File: src/rtl/tmu2_fmlarb.sv
// Three-port burst arbiter for the TMU2 FML master: destination read (0),
// texel read (1) and pixel write-back (2) share one FML port, one 4-beat burst at a time.
module tmu2_fmlarb #(
    parameter int fml_depth = 26
) (
    input  logic                 sys_clk,
    input  logic                 sys_rst,

    input  logic [fml_depth-1:0] m0_adr,
    input  logic                 m0_stb,
    output logic                 m0_ack,

    input  logic [fml_depth-1:0] m1_adr,
    input  logic                 m1_stb,
    output logic                 m1_ack,

    input  logic [fml_depth-1:0] m2_adr,
    input  logic                 m2_stb,
    output logic                 m2_ack,
    input  logic [63:0]          m2_do,
    input  logic [7:0]           m2_sel,

    output logic [fml_depth-1:0] fml_adr,
    output logic                 fml_stb,
    output logic                 fml_we,
    input  logic                 fml_ack,
    output logic [63:0]          fml_do,
    output logic [7:0]           fml_sel,

    output logic                 busy
);

    typedef enum logic [1:0] {
        S_IDLE  = 2'd0,
        S_REQ   = 2'd1,
        S_BURST = 2'd2
    } state_t;

    state_t     r_state;
    state_t     w_state_nxt;
    logic [1:0] r_grant;
    logic [1:0] w_grant_nxt;
    logic [1:0] r_rr;
    logic [1:0] w_rr_nxt;
    logic [1:0] r_cnt;
    logic [1:0] w_cnt_nxt;

    logic [2:0] w_req;
    logic [1:0] w_pick;
    logic       w_active;
    logic       w_wr_mux;

    assign w_req = {m2_stb, m1_stb, m0_stb};

    // Round-robin: the port after the last winner is searched first.
    always_comb begin
        w_pick = r_rr;
        case (r_rr)
            2'd0: begin
                if (w_req[1])      w_pick = 2'd1;
                else if (w_req[2]) w_pick = 2'd2;
                else if (w_req[0]) w_pick = 2'd0;
            end
            2'd1: begin
                if (w_req[2])      w_pick = 2'd2;
                else if (w_req[0]) w_pick = 2'd0;
                else if (w_req[1]) w_pick = 2'd1;
            end
            default: begin
                if (w_req[0])      w_pick = 2'd0;
                else if (w_req[1]) w_pick = 2'd1;
                else if (w_req[2]) w_pick = 2'd2;
            end
        endcase
    end

    always_ff @(posedge sys_clk) begin
        if (sys_rst) begin
            r_state <= S_IDLE;
            r_grant <= 2'd0;
            r_rr    <= 2'd0;
            r_cnt   <= 2'd0;
        end else begin
            r_state <= w_state_nxt;
            r_grant <= w_grant_nxt;
            r_rr    <= w_rr_nxt;
            r_cnt   <= w_cnt_nxt;
        end
    end

    always_comb begin
        w_state_nxt = r_state;
        w_grant_nxt = r_grant;
        w_rr_nxt    = r_rr;
        w_cnt_nxt   = r_cnt;
        case (r_state)
            S_IDLE: begin
                if (|w_req) begin
                    w_grant_nxt = w_pick;
                    w_rr_nxt    = w_pick;
                    w_state_nxt = S_REQ;
                end
            end
            S_REQ: begin
                if (fml_ack) begin
                    w_cnt_nxt   = 2'd1;
                    w_state_nxt = S_BURST;
                end
            end
            S_BURST: begin
                w_cnt_nxt = r_cnt + 2'd1;
                if (r_cnt == 2'd3) begin
                    w_state_nxt = S_IDLE;
                end
            end
            default: begin
                w_state_nxt = S_IDLE;
            end
        endcase
    end

    assign w_active = (r_state == S_REQ) || (r_state == S_BURST);
    assign w_wr_mux = w_active && (r_grant == 2'd2);

    // The ack cycle is the first data beat, so acks are only meaningful in REQ.
    always_comb begin
        fml_stb = (r_state == S_REQ);
        fml_we  = 1'b0;
        fml_adr = '0;
        m0_ack  = 1'b0;
        m1_ack  = 1'b0;
        m2_ack  = 1'b0;
        if (r_state == S_REQ) begin
            fml_we = (r_grant == 2'd2);
            case (r_grant)
                2'd0:    fml_adr = m0_adr;
                2'd1:    fml_adr = m1_adr;
                2'd2:    fml_adr = m2_adr;
                default: fml_adr = '0;
            endcase
            m0_ack = fml_ack && (r_grant == 2'd0);
            m1_ack = fml_ack && (r_grant == 2'd1);
            m2_ack = fml_ack && (r_grant == 2'd2);
        end
    end

    always_comb begin
        fml_do  = 64'd0;
        fml_sel = 8'd0;
        if (w_wr_mux) begin
            fml_do  = m2_do;
            fml_sel = m2_sel;
        end
    end

    assign busy = (r_state != S_IDLE) || m0_stb || m1_stb || m2_stb;

endmodule
File: config.mk
export PLATFORM = sky130hd
export DESIGN_NAME = tmu2_fmlarb
export DESIGN_NICKNAME = d
export VERILOG_FILES = /design/src/rtl/tmu2_fmlarb.sv
export SDC_FILE = /design/constraint.sdc
export NUM_CORES = 1
export LEC_CHECK = 0
export BUFFER_PORTS_ARGS = -buffer_cell sky130_fd_sc_hd__buf_2
export CAP_MARGIN = 20
export CORE_AREA = 2 2 101 103
export CTS_BUF_LIST = sky130_fd_sc_hd__clkbuf_16
export DETAILED_ROUTE_END_ITERATION = 16
export DIE_AREA = 0 0 103 105
export SYNTH_ARGS = -nofsm -noshare
export SYNTH_HDL_FRONTEND = slang
export SYNTH_SLANG_ARGS = --single-unit
File: constraint.sdc
create_clock -name sys_clk -period 2.27 [get_ports sys_clk]
set_clock_uncertainty 0.2 [all_clocks]
set_input_delay 0.3405 -clock sys_clk [delete_from_list [all_inputs] [get_ports sys_clk]]
set_output_delay 0.3405 -clock sys_clk [all_outputs]
set_load 0.01 [all_outputs]
; After elaboration in Yosys (flattened, before gate mapping)
; Cells that the tools add are included.
[op_classes]
n_reduce_logical = 17
n_mux = 24
n_addsub = 1
eq_ne = 8
[ops]
columns = op, n
row1 = case mux 26 bit (3 select lines), 1
row2 = two-way mux 64 bit, 1
row3 = two-way mux 2 bit, 13
row4 = two-way mux 26 bit, 1
row5 = two-way mux 8 bit, 1
row6 = case mux 2 bit (2 select lines), 2
row7 = == test 2 bit (second input constant), 3
row8 = case mux 2 bit (3 select lines), 1
row9 = AND reduction 3 bit, 2
row10 = == test 2 x 1 -> 1 bit (second input constant), 2
row11 = logical AND 1 bit, 4
row12 = logical NOT 2 bit, 2
row13 = logical OR 1 bit, 4
row14 = two-way mux 1 bit, 4
row15 = != test 2 bit (second input constant), 2
row16 = nonzero test 2 bit, 2
row17 = nonzero test 3 bit, 1
row18 = OR reduction 3 bit, 1
row19 = adder 2 x 1 -> 2 bit (second input constant), 1
row20 = != test 2 x 1 -> 1 bit (second input constant), 1
row21 = AND reduction 2 bit, 1
[word_totals]
regBits = 6
output_inout_bits = 104
input_bits = 156
elab_cells = 53

; Depth between registers and ports, before layout
[depth]
ltp_word = 4
depth_mapped = 7
depth_no_buf = 5

; Worst setup path before layout
; No wires, ideal clock.
[synth_timing]
path_type = reg2out
from = reg r_state[1]
to = out fml_adr[15]
path_buffers = 2
setup_slack_ps = 403
t_required_ps = 1730
arrival_ps = 1327
stages_incl_launch_ff = 6
path_cell_list = dfxtp_1 > inv_1 > ha_1 > clkbuf_1 > clkbuf_1 > a21boi_2
[synth_via]
elab_chain_len = 2
[synth_rtl]
columns = item, line_no
row1 = start: declaration, 39  ; state_t r_state;
row2 = start signal: assignment, 84  ; r_state <= w_state_nxt;
row3 = == test 2 x 1 -> 1 bit, n/a
row4 = net fml_stb, 24  ; output logic fml_stb,
row5 = two-way mux 26 bit, 133  ; if (r_state == S_REQ) begin
row6 = end: declaration, 23  ; output logic [fml_depth-1:0] fml_adr,
; The timed path passes the listed nets, and every way through them passes these cells.

==> results.md <==
* Status: finished, final reports clean
* Synth area leaders: and3_1 (24%), mux2i_1 (15%), a21boi_2 (11%)
* Global-route wire length before repair at 12.5 mm
* Max_cap viols at 0
* Setup TNS at 0 ps
* Reg clk slew, reported paths at 40 ps
* Overall Global Routing Usage at 14.5%
* Worst Hold End: r_cnt[1]$_SDFFE_PP0P_
* Final Critical Period at 2150 ps
* Initial antenna violation count at 0
* Mapped Nets at 409
* Post-CTS Hold Buffers at 0
* Area Overhead vs Synth at 77.9%
* Tightest Pin Transition at 373 ps
* Startpoint Class: flip-flop
* Slew HR at 75.1%
* Port Buffers at 259
* Starting density of the core at 19.1%
* Synth Register Bits at 6
* Worst skew pair latency at 230 ps
* Area leader, netlist: and3_1
* Primary FF master, synth: dfxtp_1
* Async SR Flop Fraction at 0%
* Arr. time, crit path at 1610 ps
* Worst path max stage delay at 410 ps
* Min-delay src: sys_rst
* Crit-path cells: nor2b_4 -> buf_4 -> nand2_1 -> a21boi_2 -> buf_2
* Placed insts at 620
* Largest net degree at the start of global routing at 73
* Ant diodes at 0
* Power per Cell Area at 793 nW/um^2
* RSZ-0062 raised after global routing: false
* # rows at 36
* GRT overflow at 0
* Post-DP HPWL at 7.55 mm
* Final Cycle Share at 94.8%
* Root Driver: clkbuf_16
* Synth cell types at 36
* Clock tree sinks at 6
* Htree depth at 1
* Via count at 2,763
* Max IR drop VDD at 0.536 mV
* Routed wire length at 9.10 mm
* Count of final hold-check violations at 0
* Layout cells sized above 1 at 65.7%
* P_leak at 2.13 nW
* Final #Nets at 652
* FF-to-FF path depth at 6
* Number of flops mapped to enable cells by yosys at 0
* Crit path required time at 1730 ps
* Slew Viols, Final at 0
* R2R Path Start: r_state[1]$_SDFFE_PP0P_
* Most frequent cell after synthesis: and3_1
* Syn_area_per_cell at 7.39 sq um
* Post-route insts no fill at 623
* CP endpoint kind: output port
* Die area at 10,800 sq um
* GP Congestion at 0.850
* HP Class: in -> reg
* Finish-stage setup viols at 0
* DRT Pass-1 Iters at 4
* CP Class: reg -> out
* CP max-delay cell: dfxtp_1
* CP Max Fanout at 49
* Vias in the first global route at 2,612
* Post-Syn Area at 1840 sq um
* DRC Markers at 0
* Hold path cells at 2
* Core footprint at 9640 sq um
* Fmax at 0.465 GHz
* First DRT Iteration DRCs at 117
* Post-synth top cells: and3_1 (72), mux2i_1 (27), or2_2 (26)
* Top Ports at 260
* Sequential share of the synthesized area at 6.53%
* TritonCTS Buffers at 3
* Reg2Reg Setup Slack at 580 ps
* Yosys warns at 0
* CTS max path bufs at 2
* Post-route ant nets at 0
* CTS tree: yes
* Die X at 103 microns
* Post-Synthesis Cells at 249
* Synth top area share at 24.5%
* Vias per Instance at 4.43
* DR WL/cell at 14.6 microns
* Die height at 105 microns
* RR Endpoint: r_state[0]$_SDFFE_PP0P_
worst max-delay path: cells and delay by family, from the launching register on:
kind | cells | cell delay [ps]
simple gates | 2 | 320
compound gates | 1 | 150
buf+inv | 2 | 500
flops | 1 | 410
final cells by class:
class / count / area, sq um
multi-input combinational: 211 / 1520
fill: 1029 / 6360
sequential: 6 / 121
clock buffer: 3 / 75.1
tap: 133 / 166
timing repair buffer: 267 / 1380
inverter: 3 / 11.3
timing repair:
| action | CTS | global route |
|---|---|---|
| resized for setup | 0 | 1 |
| setup endpoints to repair | 0 | 3 |
| endpoints found under the hold margin | 0 | 0 |
| setup buffers | 0 | 0 |
worst max path at each step:
stage                             from          end
2_1_floorplan  r_state[1]$_SDFFE_PP0P_  fml_adr[15]
3_3_place_gp   r_state[1]$_SDFFE_PP0P_       m0_ack
3_5_place_dp   r_state[1]$_SDFFE_PP0P_       m0_ack
4_1_cts        r_state[1]$_SDFFE_PP0P_       m0_ack
5_1_grt           r_rr[1]$_SDFFE_PP0P_  fml_adr[23]
6_report          r_rr[1]$_SDFFE_PP0P_  fml_adr[20]
report_power, final:
group | leakage, nW | internal (W) | switching [W]
Clock | 0.0370 | 0.000227 | 0.0000650
Sequential | 0.0497 | 0.000148 | 0.0000596
Combinational | 2.04 | 0.000985 | 0.00111
per-layer routing:
layer / global-route usage, % / share of wire (%) / up-vias
li1: - / - / 1356
met1: 14.3 / 36 / 1242
met2: 29.5 / 53 / 163
met3: 3.81 / 11 / 2
met4: 2.26 / 0.40 / 0
met5: 0 / 0 / -
state kept, by name, indices dropped and copies added, names as in the netlist:
register	count
r_cnt	2
r_rr	2
r_state	2
stage by stage:
stage               setup WS, ps  hold WS, ps  area [sq um]  total power [W]  util, %
finish                       118          166          3270          0.00260     34.0
global placement             365          258          3200          0.00227     33.2
floorplan                    403          210          1840          0.00169        -
CTS                          100          164          3270          0.00263     33.9
detailed placement           338          273          3200          0.00233     33.2
global route                2.30          186          3270          0.00280     34.0
cell usage in the layout, fill, tap and decap left out, drive strengths merged:
cell    instances
ha              4
and3b           1
and3           72
or3             1
a311oi          2
and4b           1
nand3           1
and2            1
nor2            1
o221a           1
mux2i          27
or2            27
a31oi           1
inv             3
buf           267
nor3            1
nand2          27
o211a           1
nand2b          5
clkbuf          3
a21boi         27
o21ai           2
nand4b          1
o21ba           1
dfxtp           6
nor2b           2
nor4bb          1
a21oi           3
logic make-up after synthesis:
family	Yosys count	synth area share (%)
simple gates	142	45.7
flops	6	6.53
buf+inv	32	11.4
mux	27	14.7
compound gates	38	19.0
fa+ha+maj	4	2.72
Note: power is estimated with default switching activity, not from simulation.
